## config.mk

```make
export PLATFORM = sky130hd
export DESIGN_NAME = pool_window_sequencer_flat
export DESIGN_NICKNAME = d
export VERILOG_FILES = /design/src/rtl/pool_window_sequencer_if.sv /design/src/rtl/pool_window_sequencer.sv /design/src/flat_wrapper.sv
export SDC_FILE = /design/constraint.sdc
export NUM_CORES = 1
export LEC_CHECK = 0
export BUFFER_PORTS_ARGS = -buffer_cell sky130_fd_sc_hd__buf_4
export CAP_MARGIN = 10
export CORE_ASPECT_RATIO = 1.2
export CORE_MARGIN = 3
export CORE_UTILIZATION = 45
export DETAILED_ROUTE_END_ITERATION = 6
export PLACE_DENSITY = 0.8
export SYNTH_ARGS = -nofsm -noshare
export SYNTH_HDL_FRONTEND = slang
export SYNTH_SLANG_ARGS = --single-unit
export TNS_END_PERCENT = 10
```

## constraint.sdc

```tcl
create_clock -name clk -period 5.56 [get_ports clk]
set_clock_uncertainty 0.2 [all_clocks]
set_input_delay 0.556 -clock clk [delete_from_list [all_inputs] [get_ports clk]]
set_output_delay 0.556 -clock clk [all_outputs]
set_load 0.02 [all_outputs]
```

## src/rtl/pool_window_sequencer_if.sv

```systemverilog
// +--------------------------------------------------------------------------+
// | Module   : pool_window_sequencer_if                                      |
// | Purpose  : Feature-map read port and pooled-result write port bundled    |
// |            for the max-pooling window sequencer.                         |
// | Revision : 1.0  initial release                                          |
// +--------------------------------------------------------------------------+
`default_nettype none

interface pool_window_sequencer_if #(
  parameter int INPUT_SIZE = 4,
  parameter int POOL_SIZE  = 2,
  parameter int DATA_W     = 32
);
  localparam int c_grid   = INPUT_SIZE / POOL_SIZE;
  localparam int c_rd_aw  = (INPUT_SIZE * INPUT_SIZE > 1) ? $clog2(INPUT_SIZE * INPUT_SIZE) : 1;
  localparam int c_out_aw = (c_grid * c_grid > 1) ? $clog2(c_grid * c_grid) : 1;

  // Feature-map RAM read port (data returns one cycle after rd_en)
  logic                rd_en;
  logic [c_rd_aw-1:0]  rd_addr;
  logic [DATA_W-1:0]   rd_data;

  // Pooled-result valid/ready write port
  logic                out_valid;
  logic                out_ready;
  logic [c_out_aw-1:0] out_addr;
  logic [DATA_W-1:0]   out_data;

  modport master (
    output rd_en, rd_addr,
    input  rd_data,
    output out_valid, out_addr, out_data,
    input  out_ready
  );

  modport slave (
    input  rd_en, rd_addr,
    output rd_data,
    input  out_valid, out_addr, out_data,
    output out_ready
  );
endinterface

`default_nettype wire

```

## src/rtl/pool_window_sequencer.sv

```systemverilog
// +--------------------------------------------------------------------------+
// | Module   : pool_window_sequencer                                         |
// | Purpose  : Time-multiplexed max-pooling controller. Walks the            |
// |            non-overlapping POOL_SIZE x POOL_SIZE windows of an           |
// |            INPUT_SIZE x INPUT_SIZE map in row-major order using a single |
// |            shared signed comparator and emits one maximum per window.    |
// | Revision : 1.0  initial release                                          |
// +--------------------------------------------------------------------------+
`default_nettype none

module pool_window_sequencer #(
  parameter int INPUT_SIZE = 4,
  parameter int POOL_SIZE  = 2,
  parameter int DATA_W     = 32
) (
  input  wire logic                     clk,
  input  wire logic                     rst,
  input  wire logic                     start,
  output logic                          busy,
  output logic                          done,
  pool_window_sequencer_if.master       bus
);

  localparam int c_grid   = INPUT_SIZE / POOL_SIZE;
  localparam int c_rd_aw  = (INPUT_SIZE * INPUT_SIZE > 1) ? $clog2(INPUT_SIZE * INPUT_SIZE) : 1;
  localparam int c_out_aw = (c_grid * c_grid > 1) ? $clog2(c_grid * c_grid) : 1;
  localparam int c_cnt_w  = (c_grid > 1) ? $clog2(c_grid) : 1;
  localparam int c_k_w    = (POOL_SIZE > 1) ? $clog2(POOL_SIZE) : 1;

  localparam logic [c_cnt_w-1:0] c_grid_last = c_cnt_w'(c_grid - 1);
  localparam logic [c_k_w-1:0]   c_k_last    = c_k_w'(POOL_SIZE - 1);

  typedef enum logic [2:0] {
    S_IDLE = 3'd0,
    S_READ = 3'd1,
    S_LAST = 3'd2,
    S_OUT  = 3'd3,
    S_DONE = 3'd4
  } state_t;

  state_t              r_state;
  state_t              w_state_next;

  // Window position (wr, wc) and in-window offset (kr, kc)
  logic [c_cnt_w-1:0]  r_wr;
  logic [c_cnt_w-1:0]  r_wc;
  logic [c_k_w-1:0]    r_kr;
  logic [c_k_w-1:0]    r_kc;

  // Read-return tracking: r_pend marks a cycle where rd_data is meaningful,
  // r_first marks that it is the first element of a window
  logic                r_pend;
  logic                r_first;
  logic [DATA_W-1:0]   r_max;

  logic                w_k_last;
  logic                w_win_last;
  int                  w_rd_idx;
  int                  w_out_idx;

  logic                w_rd_en;
  logic [c_rd_aw-1:0]  w_rd_addr;
  logic                w_out_valid;
  logic [c_out_aw-1:0] w_out_addr;
  logic [DATA_W-1:0]   w_out_data;
  logic                w_busy;
  logic                w_done;

  assign w_k_last   = (r_kr == c_k_last) && (r_kc == c_k_last);
  assign w_win_last = (r_wr == c_grid_last) && (r_wc == c_grid_last);

  // Element index row*N + col and window index wr*M + wc
  assign w_rd_idx  = (int'(r_wr) * POOL_SIZE + int'(r_kr)) * INPUT_SIZE
                   + int'(r_wc) * POOL_SIZE + int'(r_kc);
  assign w_out_idx = int'(r_wr) * c_grid + int'(r_wc);

  // State register; reset drops everything back to idle immediately
  always_ff @(posedge clk or posedge rst) begin
    if (rst) begin
      r_state <= S_IDLE;
    end else begin
      r_state <= w_state_next;
    end
  end

  // Next-state and Moore outputs; outputs outside their state are held at zero
  always_comb begin
    w_state_next = r_state;
    w_rd_en      = 1'b0;
    w_rd_addr    = '0;
    w_out_valid  = 1'b0;
    w_out_addr   = '0;
    w_out_data   = '0;
    w_busy       = 1'b0;
    w_done       = 1'b0;
    case (r_state)
      S_IDLE: begin
        if (start) begin
          w_state_next = S_READ;
        end
      end
      S_READ: begin
        w_busy    = 1'b1;
        w_rd_en   = 1'b1;
        w_rd_addr = c_rd_aw'(w_rd_idx);
        if (w_k_last) begin
          w_state_next = S_LAST;
        end
      end
      S_LAST: begin
        w_busy       = 1'b1;
        w_state_next = S_OUT;
      end
      S_OUT: begin
        w_busy      = 1'b1;
        w_out_valid = 1'b1;
        w_out_addr  = c_out_aw'(w_out_idx);
        w_out_data  = r_max;
        if (bus.out_ready) begin
          w_state_next = w_win_last ? S_DONE : S_READ;
        end
      end
      S_DONE: begin
        w_done       = 1'b1;
        w_state_next = S_IDLE;
      end
      default: begin
        w_state_next = S_IDLE;
      end
    endcase
  end

  // Window and in-window offset counters
  always_ff @(posedge clk or posedge rst) begin
    if (rst) begin
      r_wr <= '0;
      r_wc <= '0;
      r_kr <= '0;
      r_kc <= '0;
    end else begin
      case (r_state)
        S_IDLE: begin
          if (start) begin
            r_wr <= '0;
            r_wc <= '0;
            r_kr <= '0;
            r_kc <= '0;
          end
        end
        S_READ: begin
          // Offsets wrap to zero after the last element, ready for the next window
          if (r_kc == c_k_last) begin
            r_kc <= '0;
            r_kr <= (r_kr == c_k_last) ? '0 : r_kr + 1'b1;
          end else begin
            r_kc <= r_kc + 1'b1;
          end
        end
        S_OUT: begin
          if (bus.out_ready && !w_win_last) begin
            if (r_wc == c_grid_last) begin
              r_wc <= '0;
              r_wr <= r_wr + 1'b1;
            end else begin
              r_wc <= r_wc + 1'b1;
            end
          end
        end
        default: begin
        end
      endcase
    end
  end

  // Shared signed comparator: first element loads, later ones win only if strictly greater
  always_ff @(posedge clk or posedge rst) begin
    if (rst) begin
      r_pend  <= 1'b0;
      r_first <= 1'b0;
      r_max   <= '0;
    end else begin
      r_pend  <= (r_state == S_READ);
      r_first <= (r_state == S_READ) && (r_kr == '0) && (r_kc == '0);
      if (r_pend && (r_first || ($signed(bus.rd_data) > $signed(r_max)))) begin
        r_max <= bus.rd_data;
      end
    end
  end

  assign bus.rd_en     = w_rd_en;
  assign bus.rd_addr   = w_rd_addr;
  assign bus.out_valid = w_out_valid;
  assign bus.out_addr  = w_out_addr;
  assign bus.out_data  = w_out_data;
  assign busy          = w_busy;
  assign done          = w_done;

endmodule

`default_nettype wire

```

## src/flat_wrapper.sv

```systemverilog
// flat-port wrapper written by rule: the top's interface ports become plain ports
module pool_window_sequencer_flat 
#(
  parameter int INPUT_SIZE = 4,
  parameter int POOL_SIZE  = 2,
  parameter int DATA_W     = 32
)
  (clk, rst, start, busy, done, bus_rd_en, bus_rd_addr, bus_rd_data, bus_out_valid, bus_out_addr, bus_out_data, bus_out_ready);
  pool_window_sequencer_if #(.INPUT_SIZE(INPUT_SIZE), .POOL_SIZE(POOL_SIZE), .DATA_W(DATA_W)) bus_i ();
  input  wire logic clk;
  input  wire logic rst;
  input  wire logic start;
  output logic busy;
  output logic done;
  output wire logic [$bits(bus_i.rd_en)-1:0] bus_rd_en;
  output wire logic [$bits(bus_i.rd_addr)-1:0] bus_rd_addr;
  input wire logic [$bits(bus_i.rd_data)-1:0] bus_rd_data;
  output wire logic [$bits(bus_i.out_valid)-1:0] bus_out_valid;
  output wire logic [$bits(bus_i.out_addr)-1:0] bus_out_addr;
  output wire logic [$bits(bus_i.out_data)-1:0] bus_out_data;
  input wire logic [$bits(bus_i.out_ready)-1:0] bus_out_ready;
  assign bus_rd_en = bus_i.rd_en;
  assign bus_rd_addr = bus_i.rd_addr;
  assign bus_i.rd_data = bus_rd_data;
  assign bus_out_valid = bus_i.out_valid;
  assign bus_out_addr = bus_i.out_addr;
  assign bus_out_data = bus_i.out_data;
  assign bus_i.out_ready = bus_out_ready;
  pool_window_sequencer #(.INPUT_SIZE(INPUT_SIZE), .POOL_SIZE(POOL_SIZE), .DATA_W(DATA_W)) u_core (.clk(clk), .rst(rst), .start(start), .busy(busy), .done(done), .bus(bus_i));
endmodule
```

# == Word-level counts from Yosys, hierarchy flattened ==
# Index checks and enable logic that the tools add are counted.
# totals
register_bits,41
input_bits,36
wordCells,70
# op_classes
eq_ne,10
reduce_logical,17
mux,24
n_addsub,8
n_bitwise,2
magnitude_cmp,1
# ops
operator,n
greater-than comparator 32 bit,1
two-way mux 32 bit,1
two-way mux 1 bit,12
two-way mux 3 bit,4
one-hot mux 3 bit (4 select lines),1
AND reduction 3 bit,3
"inequality test 2 x 1 -> 1 bit, second input constant",4
one-hot mux 1 bit (2 select lines),4
"equality test 3 x 2 -> 1 bit, second input constant",2
logical AND 1 bit,6
"adder 1 bit, second input constant",4
adder 2 x 1 -> 2 bit,2
adder 4 x 2 -> 4 bit,1
adder 4 x 3 -> 4 bit,1
two-way mux 4 bit,1
"inequality test 2 bit, second input constant",2
AND reduction 4 bit,1
nonzero test 2 bit,2
"equality test 3 x 1 -> 1 bit, second input constant",1
"equality test 3 bit, second input constant",1
zero test 3 bit,1
OR reduction 3 bit,1
two-way mux 2 bit,1
inverter 1 bit,2
other kinds (3),3

# == Logic depth before layout (Yosys ltp) ==
# depth
ltp_word,5
ltp_mapped,9

# == Worst setup path after synthesis ==
# No wires, ideal clock.
# synth_path
path_type,input -> register
from,input bus_rd_data[31]
to,register u_core.r_max[0]
required_time_ns,5.235
path_slack_ns,2.838
setup_time_ns,0.125
arrival_time_ns,2.397
stages,8
path_cell_list,ha_1 > nand4_2 > nor2_1 > a221oi_1 > nand2_1 > o311ai_4 > buf_8 > mux2_4
# synth_between
elab_chain_cells,3
# synth_rtl
item,line,source
from (decl),flat_wrapper.sv:17,input wire logic [$bits(bus_i.rd_data)-1:0] bus_rd_data;
greater-than comparator 32 bit,pool_window_sequencer.sv:184,if (r_pend && (r_first || ($signed(bus.rd_data) > $signed(r_max)))) begin
logical OR 1 bit,pool_window_sequencer.sv:184,
logical AND 1 bit,pool_window_sequencer.sv:184,
to (signal assigned),pool_window_sequencer.sv:185,r_max <= bus.rd_data;
to (decl),pool_window_sequencer.sv:54,logic [DATA_W-1:0] r_max;
# No other way between the ends.
# A chain may end at the register's enable or synchronous reset.

# == Worst setup path after layout ==
# layout_path
from,register u_core.r_max[21]
to,register u_core.r_max[6]
# layout_between
elab_chain_cells,3
# layout_rtl
item,line
greater-than comparator 32 bit,pool_window_sequencer.sv:184
logical OR 1 bit,pool_window_sequencer.sv:184
logical AND 1 bit,pool_window_sequencer.sv:184
# No other way between the ends.

==> impl_results.md <==
- Avg Inst Size Synth: 10.35 µm²
- CTS Buf Count: 5
- Layout area overhead: 25.36%
- Skew-Pair Late Insertion Delay: between 0.2 and 0.3 ns
- Final hold violations: 0
- Net count, final: ~420
- Final setup vio count: 0
- Routability Congestion: between 0.8 and 0.9
- Crit share post-route: about three fifths
- All-Layer GR Usage: 15.67%
- Gr ovfl total: 0
- Die boundary height: 93.13 µm
- DP Worst Slack: 2.055 ns
- First-pass GRT wire length: 9.321 mm
- Synth warn: 0
- Post-synth top area cell: dfrtp_1
- DPL Wire Length: 4.234 mm
- IO Pins: 78
- Critical path data arrival time: 3.22 ns
- RSZ-0062 raised after global routing: no
- Worst slew pin tran: approximately 1 ns
- CP max stage cell: o311ai_4
- Worst setup margin: 2.308 ns
- Placed instance count: 429
- Crit path launch: u_core.r_max[21]
- Pleak: 1.934 nW
- Hold_buf cts: 0
- Post-synth cell types: 32
- Antenna viol nets, final: 0
- Fillers: between 500 and 600
- CP Capture Type: flop
- CTS tree: done
- Final Max Tran Viols: 0
- Critical Path, Cell by Cell: inv_1, ha_1, a21oi_1, o21ai_1, a221oi_1, nand2_1, o311ai_4, buf_4, mux2_2
- Gate Count Post-Synth: 275
- Core area: 6090 µm²
- # DRC: 0
- Clock slew at reported path FFs: about 0.070 ns
- Buf/Inv on CP: 2
- Post-cts resize count: 0
- Crit Path Category: flop to flop
- Number of synthesized flops with an enable pin: 0
- Syn Std Cell Area: 2846 µm²
- Largest net degree at the start of global routing: 42
- Starting Density: 46.74%
- Clk root buf: clkbuf_8
- Fin cells: 436
- Largest stage delay, worst path: around 0.55 ns
- Crit Path Max Fanout: 25
- Fraction of registers with async set/reset: 100.0%
- Vias in the first global route: 2112
- # port buffers: 77
- Diodes inserted: 0
- DR pass1 iterations: 4
- Kind of cell adding the most delay to the critical path: compound AO/OA/AOI/OAI gates
- Postcts setup bufs: 0
- Register area share after synthesis: between 30% and 40%
- Pwr dens: 570.7 nW/µm²
- Die area: between 7000 and 8000 µm²
- MaxCap Viol Count: 0
- Starting DRT DRC Count: 35
- Worst Path Required: 5.53 ns
- Clk sinks: 41
- Mapped Nets: 343
- Post-synth top area share: ~36%
- Reg2reg start: u_core.r_max[21]
- #FFs+latches synth: 41
- VDD IR max: approximately 0.26 mV
- Vias/cell: 4.862
- Vias: 2120
- Largest cells by area after synthesis: dfrtp_1 36%, mux2_4 16%, ha_1 14%
- Hold Crit Class: input pin to asynchronous set/reset pin
- Status: finished clean
- Width of the chip: between 70 and 80 µm
- Dominant synthesized flop cell: dfrtp_1
- Site Rows: 31
- CTS HTree Levels: 2
- Worst rel slew slack: between 30% and 40%
- Most frequent cells in the layout: 79 x buf_4, 41 x dfrtp_1, 39 x and2_1
- Power Total: 2.036 mW
- Crit path time final: 3.252 ns
- Share of cells above drive strength 1: 35.59%
- Fmax: around 310 MHz
- WL final: 5.464 mm
- Largest buffer count on any clock path: 2
- Avg WL per Cell: 12.53 µm
- CP Launch Type: flop
- Most common library cell in the layout ignoring fill and taps: buf_4
- Antenna violations before repair: 0
- Setup tns final: 0 ns
[final cells by class]
type	instances	area, µm²	share of cell area, %
inverter	39	146.4	4.102
multi-input combinational	188	1614	45.23
timing repair buffer	79	593.1	16.62
sequential	41	1026	28.75
tap	82	102.6	2.875
clock buffer	7	86.33	2.419
[sequential cells by signal, summed over array words and instances (netlist names)]
register	flops
u_core.r_max	32
u_core.r_state	3
u_core.r_first	1
u_core.r_kc	1
u_core.r_kr	1
u_core.r_pend	1
u_core.r_wc	1
u_core.r_wr	1
[where the power goes]
part	internal, mW	switching [mW]	total, mW
logic	0.666	0.598	1.26
clock network	0.0986	0.0962	0.195
registers	0.454	0.123	0.577
total	1.22	0.817	2.04
[per-stage QoR]
step / utilization (%) / hold slack [ns] / area, µm²
after floorplan: - / 0.2619 / 2846
after global placement: 57.18 / 0.2916 / 3482
after detailed placement: 57.18 / 0.2864 / 3482
after CTS: 58.60 / 0.2058 / 3568
after global routing: 58.60 / 0.2399 / 3568
final: 58.60 / 0.1904 / 3568
[worst paths after layout]
check,end,slack (ns),cells past startpoint
max,u_core.r_max[6],2.31,9
max reg2reg,u_core.r_max[6],2.31,9
min reg2reg,u_core.r_first,0.31,1
min,u_core.r_max[17],0.19,3
max in group asynchronous,u_core.r_max[2],4.62,3
min in group clk,u_core.r_first,0.31,1
[synth_stat cells (4+ instances only)]
| master | number |
|---|---|
| nand3_1 | 4 |
| ha_1 | 32 |
| a21oi_1 | 16 |
| o21ai_0 | 7 |
| inv_1 | 39 |
| nand2_1 | 21 |
| mux2_4 | 30 |
| and2_1 | 39 |
| dfrtp_1 | 41 |
| clkbuf_1 | 4 |
| nor2_1 | 11 |
[metal layers]
metal | vias up | track usage (%) | wire length (µm) | part of all wire (%)
li1 | 1082 | - | - | -
met3 | 5 | 2.794 | 320 | 5.9
met1 | 971 | 21.20 | 2562 | 47
met4 | 0 | 4.373 | 56 | 1.0
met5 | - | 0 | 0 | 0
met2 | 62 | 25.71 | 2525 | 46
[worst reg2reg max path, stage by stage, from the launching register on]
cell	delay (ns)
dfrtp_1	0.38
inv_1	0.06
ha_1	0.29
a21oi_1	0.16
o21ai_1	0.08
a221oi_1	0.36
nand2_1	0.15
o311ai_4	0.55
buf_4	0.52
mux2_2	0.40
[logic make-up (layout without fill, tap and decap cells)]
logic type	count (synthesis)	in the layout	share of synthesized area (%)
simple gates	88	88	17.58
buf+inv	46	125	7.252
flops	41	41	36.04
compound gates	36	36	8.440
fa+ha+maj	32	32	14.07
mux	32	32	16.62
(Power assumes the default switching activity.)
